File: config.mk
export PLATFORM = sky130hd
export DESIGN_NAME = window_box_overlay
export DESIGN_NICKNAME = d
export VERILOG_FILES = /design/src/rtl/window_box_overlay.sv
export SDC_FILE = /design/constraint.sdc
export NUM_CORES = 1
export LEC_CHECK = 0
export CAP_MARGIN = 0
export CORE_AREA = 2 2 254 256
export CTS_BUF_LIST = sky130_fd_sc_hd__clkbuf_16
export DETAILED_ROUTE_END_ITERATION = 10
export DIE_AREA = 0 0 256 258
export HOLD_SLACK_MARGIN = 0.02
export PLACE_DENSITY = 0.41
export RECOVER_POWER = 100
export SYNTH_ARGS = -nofsm -noshare
export SYNTH_HDL_FRONTEND = slang
export SYNTH_SLANG_ARGS = --single-unit
File: constraint.sdc
create_clock -name clk -period 6.2 [get_ports clk]
set_clock_uncertainty 0.2 [all_clocks]
set_input_delay 0.62 -clock clk [delete_from_list [all_inputs] [get_ports clk]]
set_output_delay 0.62 -clock clk [all_outputs]
set_load 0.005 [all_outputs]
File: src/rtl/window_box_overlay.sv
// Draws a frame-synchronous bounding box plus extreme-point markers over an RGB stream.
// Two-stage pipeline: stage 1 registers hit tests and syncs, stage 2 selects the pixel colour.
module window_box_overlay #(
  parameter int unsigned THICK       = 2,
  parameter int unsigned MARK        = 3,
  parameter logic [23:0] BOX_RGB     = 24'hFF0000,
  parameter logic [23:0] MARK_RGB    = 24'h00FF00,
  parameter int unsigned LOST_FRAMES = 8
) (
  input  logic        clk,
  input  logic        rst_n,
  input  logic [9:0]  x_in,
  input  logic [9:0]  y_in,
  input  logic        de_in,
  input  logic        hs_in,
  input  logic        vs_in,
  input  logic [23:0] rgb_in,
  input  logic [79:0] win_in,
  input  logic        win_update,
  output logic [23:0] rgb_out,
  output logic        de_out,
  output logic        hs_out,
  output logic        vs_out,
  output logic        box_valid
);

  localparam logic [79:0] WIN_INVALID = {10'd1023, 10'd1023, 10'd0, 10'd0,
                                         10'd1023, 10'd1023, 10'd0, 10'd0};
  localparam logic [10:0] TH   = 11'(THICK);
  localparam logic [10:0] MK   = 11'(MARK);
  localparam logic [7:0]  LOST = 8'(LOST_FRAMES);

  logic [79:0] r_shadow, r_active;
  logic        r_pending, r_box_valid;
  logic [7:0]  r_lost;
  logic        r_vs1, r_de1, r_hs1, r_ovl1, r_border1, r_mark1;
  logic [23:0] r_rgb1;
  logic [23:0] r_rgb2;
  logic        r_de2, r_hs2, r_vs2;

  logic        w_frame;
  logic [79:0] w_next_active;
  logic [7:0]  w_lost_next;
  logic        w_geom_next;
  logic [10:0] w_x, w_y, w_t, w_b, w_l, w_r;
  logic        w_border, w_mark;

  assign w_frame       = vs_in & ~r_vs1;
  assign w_next_active = win_update ? win_in : r_shadow;
  assign w_lost_next   = (r_pending | win_update) ? 8'd0 :
                         (r_lost >= LOST) ? LOST : r_lost + 8'd1;
  assign w_geom_next   = (w_next_active[69:60] <= w_next_active[49:40]) &&
                         (w_next_active[39:30] <= w_next_active[19:10]);

  always_ff @(posedge clk or negedge rst_n) begin
    if (!rst_n) begin
      r_shadow    <= WIN_INVALID;
      r_active    <= WIN_INVALID;
      r_pending   <= 1'b0;
      r_lost      <= '0;
      r_box_valid <= 1'b0;
    end else begin
      if (win_update) r_shadow <= win_in;
      // A window arriving on the frame-edge cycle is consumed immediately, so it never stays pending
      if (w_frame) begin
        r_active    <= w_next_active;
        r_pending   <= 1'b0;
        r_lost      <= w_lost_next;
        r_box_valid <= w_geom_next && (w_lost_next < LOST);
      end else if (win_update) begin
        r_pending <= 1'b1;
      end
    end
  end

  assign w_x = {1'b0, x_in};
  assign w_y = {1'b0, y_in};
  assign w_t = {1'b0, r_active[69:60]};
  assign w_b = {1'b0, r_active[49:40]};
  assign w_l = {1'b0, r_active[39:30]};
  assign w_r = {1'b0, r_active[19:10]};

  assign w_border = (w_x >= w_l) && (w_x <= w_r) && (w_y >= w_t) && (w_y <= w_b) &&
                    ((w_x < w_l + TH) || (w_x + TH > w_r) ||
                     (w_y < w_t + TH) || (w_y + TH > w_b));

  always_comb begin : marker_hit
    logic [9:0]         px, py;
    logic signed [10:0] dx, dy;
    logic [10:0]        adx, ady;
    w_mark = 1'b0;
    px = '0; py = '0; dx = '0; dy = '0; adx = '0; ady = '0;
    for (int unsigned i = 0; i < 4; i++) begin
      px  = r_active[(79 - 20*i) -: 10];
      py  = r_active[(69 - 20*i) -: 10];
      dx  = $signed({1'b0, x_in}) - $signed({1'b0, px});
      dy  = $signed({1'b0, y_in}) - $signed({1'b0, py});
      adx = dx[10] ? 11'(-dx) : 11'(dx);
      ady = dy[10] ? 11'(-dy) : 11'(dy);
      if (((adx <= MK) && (y_in == py)) || ((ady <= MK) && (x_in == px)))
        w_mark = 1'b1;
    end
    if (MARK == 0) w_mark = 1'b0;
  end

  always_ff @(posedge clk or negedge rst_n) begin
    if (!rst_n) begin
      r_vs1 <= 1'b0; r_de1 <= 1'b0; r_hs1 <= 1'b0;
      r_rgb1 <= '0; r_ovl1 <= 1'b0; r_border1 <= 1'b0; r_mark1 <= 1'b0;
      r_rgb2 <= '0; r_de2 <= 1'b0; r_hs2 <= 1'b0; r_vs2 <= 1'b0;
    end else begin
      r_vs1     <= vs_in;
      r_de1     <= de_in;
      r_hs1     <= hs_in;
      r_rgb1    <= rgb_in;
      r_ovl1    <= r_box_valid & de_in;
      r_border1 <= w_border;
      r_mark1   <= w_mark;
      r_de2     <= r_de1;
      r_hs2     <= r_hs1;
      r_vs2     <= r_vs1;
      if (!r_de1)                 r_rgb2 <= '0;
      else if (r_ovl1 && r_mark1)   r_rgb2 <= MARK_RGB;
      else if (r_ovl1 && r_border1) r_rgb2 <= BOX_RGB;
      else                          r_rgb2 <= r_rgb1;
    end
  end

  assign rgb_out   = r_rgb2;
  assign de_out    = r_de2;
  assign hs_out    = r_hs2;
  assign vs_out    = r_vs2;
  assign box_valid = r_box_valid;

endmodule

==> run summary <==
Leaving out fill and tap cells, the most frequent cells in the layout are nand2_1 (156), ha_1 (150), dfrtp_1 (147), inv_1 (146), o21ai_0 (129). The clock root buffer is clkbuf_16. The data arrival time at the worst-slack endpoint is 4520 ps, and the count of boundary I/O pins is 158. The synthesized area divided by synthesized cell count is 9.37 µm², and the routed wire length is 47000 µm. The count of endpoints failing setup in the final report is 0. Prevailing post-synth register cell: dfrtp_1.

After synthesis, flip-flops and latches occupy 37.0% of the total area. Routed via count divided by cell count: 4.75. The summed negative setup slack over all endpoints is 0 ps, and the starting utilization of the core area is 24.6%.

The checks that failed: capacitance limit, slew limit. For the pin count of the biggest net entering global routing, the log shows 117. The via count of the first global-routing pass was 12800.

The maximum VDD drop is 0.207 mV. The repair_antennas step left the layout with diodes totalling 0. The congestion estimate from routability-driven global placement came to 0.795. Endpoint kind of the worst setup timing path: a register. Setup repair after global routing left no endpoint under its margin. In this run the horizontal extent of the chip is 256 µm.

The library cell used most frequently in the layout, excluding fill and tap cells, is nand2_1. For the worst setup path, the data required time is 6510 ps. In this run, placement finished with an instance count of 2655. The longest clock path from root to sink contains 3 buffers. The count of state elements after synthesis works out to 227. The simple-gate share of the synthesized area works out to 16.7%. After synthesis, the share of cell area in mux cells is 6.00%. Once layout is complete, the utilization of the core stands at 30.2%. Setup slack on the worst reg-to-reg path comes out at 2140 ps.

Once the clock tree was built, the setup fixing pass inserted 0 buffers. In this run the remaining antenna-violating nets after routing total 0. The maximum level of the CTS H-tree is 1. The run gives 63600 µm² as the core box area.

In this run the static leakage power is 8.18 nW. The tools report the startpoint kind of the worst setup timing path as a primary input. The detailed router placed 12900 vias in this run. The count of non-filler cells in the finished layout is 2713. The run finished, with violations left.

The worst path needs 4220 ps of the cycle, external delays included. The post-synthesis compound-gate area fraction was 18.6%; the share of final-layout standard cells stronger than drive strength 1 was 9.80%. Gates resized during post-CTS repair numbered 0. Of the total synthesized cell area, the portion taken by XOR and XNOR cells is 4.26%.

Max-slew headroom at the worst pin: -92.6%. TritonCTS built the clock tree. After detailed routing, the number of remaining DRC violations is 0.

In this run the worst hold path is classified as register to register. In the synthesized netlist the async set-or-reset flop fraction comes to 100%. Timing analysis after detailed placement gives a worst setup slack of 1370 ps. The measured slew at the worst slew-check pin was 2890 ps.

The number of pins with negative max-slew slack in the final report came out at 278. The critical path is of the primary input to register type. For this run, the top clock speed supported by timing is 0.237 GHz.

After the last flow step, the layout net total stands at 2122. Yosys mapped the design onto 84 distinct sky130hd cell types. TritonCTS created 31 clock buffers. Clock latency on the worst-skew pair, taken at its later pin, is 590 ps.

Across all setup checks in the final design, the least slack found is 1980 ps. The detailed router finished its first iteration with 743 violations. The floorplan die area was 66000 µm²; the filler cell count in the final layout was 6703. Relative to the synthesized area, the layout overhead comes to 23.1%.

Measured along the y axis, the die boundary spans 258 µm. Largest family of logic cells by synthesized area: compound AO/OA/AOI/OAI gates. The tool flagged a number of max-cap violations equal to 4. The first global-routing pass estimated 73700 µm of wire. After Yosys synthesis, full adders, half adders and majority gates account for 13.0% of the synthesized area. The number of buffers added on ports was 157; the per-cell routed wire length was 17.3 µm.

Row generation in the floorplan step produced 93 rows. In this run the power density over the cells is 290 nW/µm². The tools report the sum of overflow across all layers after global routing as 0. Synthesis handed over a netlist of 1669 instances. Summed over all nets, the half-perimeter wirelength after detailed placement is 35900 µm. Highest fanout seen on the critical path: 5. The number of nets in the synthesized netlist is 1957. For this run, the total global-route usage over all layers was measured as 14.0%. Yosys printed 0 warnings. The number of antenna violations at the first check in global routing was 2. Before antenna repair, the detailed router went through 5 iterations. The final critical path takes up 68.0% of the cycle. The logs give 1 for the number of buffers inserted by hold repair at cts and 227 for the total number of clock tree sinks. The final count of hold timing violations is 0, and the clock transition at the register clock pins on the worst setup and hold paths after CTS is 60 ps.

Counting flops with a built-in enable in the synthesized netlist gives 0. The synthesized netlist occupies a cell area of 15600 µm².
==> cells in the mapped netlist (25+ instances only) <==
library cell	number	area share, %
nand3_1	37	1.2
a21oi_1	65	2.1
dfstp_2	80	13
o21a_1	27	1.3
ha_1	150	12
and2_1	25	1.0
inv_1	142	3.4
nand4_1	31	1.2
nor3_1	47	1.5
o21ai_0	129	4.1
clkbuf_1	30	0.72
nand2_1	156	3.7
mux2_2	62	4.5
nor2_1	63	1.5
xnor2_1	52	2.9
dfrtp_1	147	24
a21o_1	40	1.9
==> flip-flops by register name (all words and copies together), names as in the netlist, 8 cells and up <==
name      cells
r_active     80
r_shadow     80
r_rgb1       24
rgb_out      24
r_lost        8
==> layer usage <==
| metal | vias up | wire length [µm] | global-route usage (%) | share of wire (%) |
|---|---|---|---|---|
| met2 | 207 | 22100 | 23.7 | 47 |
| met3 | 56 | 1660 | 1.97 | 3.5 |
| met4 | 2 | 974 | 3.35 | 2.1 |
| li1 | 6412 | - | - | - |
| met5 | - | 13 | 0 | 0.028 |
| met1 | 6223 | 22200 | 18.9 | 47 |
==> where the power goes <==
part / internal [mW] / total, mW / switching, mW
logic: 0.822 / 2.01 / 1.19
clock network: 1.09 / 1.81 / 0.722
registers: 1.68 / 1.75 / 0.0672
total: 3.60 / 5.58 / 1.98
==> through the flow <==
stage                     power (mW)  cell area, µm²  hold slack [ps]
after global routing            6.01           19200              153
after detailed placement        3.81           18300              140
after CTS                       5.70           19300              154
after floorplan                 3.20           15600              124
after global placement          3.79           18300              136
final                           5.58           19200              149
==> logic make-up after synthesis <==
group | after synthesis
simple gates | 505
compound gates | 436
flops | 227
buf+inv | 181
fa+ha+maj | 158
mux | 86
xor+xnor | 76
==> path summary, 6_finish.rpt <==
check                              from           end  cells after the start
hold reg to reg                   r_hs1        hs_out                      0
min in group asynchronous         rst_n   r_shadow[7]                      2
setup reg to reg           r_active[60]       r_mark1                     12
hold / removal                    r_hs1        hs_out                      0
max in group asynchronous         rst_n  r_active[49]                      3
setup / recovery                y_in[0]       r_mark1                     14
==> cell type report <==
type / instances / area (µm²) / share of cell area [%]
flip-flops and latches: 227 / 5780 / 30.0
well taps: 855 / 1070 / 5.56
inverters: 142 / 533 / 2.77
clock buffers: 32 / 801 / 4.16
clock inverters: 25 / 228 / 1.18
repair buffers: 171 / 1660 / 8.63
multi-input cells: 1261 / 9180 / 47.7
==> worst max-delay path, cell delays in order <==
cell and delay (ps):
clkdlybuf4s50_1 390, inv_1 220, ha_1 260, inv_1 70, fa_1 410, a211oi_1 420, nor2_1 120, xnor2_1 210
or4_1 570, o41ai_1 310, o21ai_0 130, a2111oi_0 430, a222oi_1 220, nand4_1 150
(Power assumes the default switching activity.)
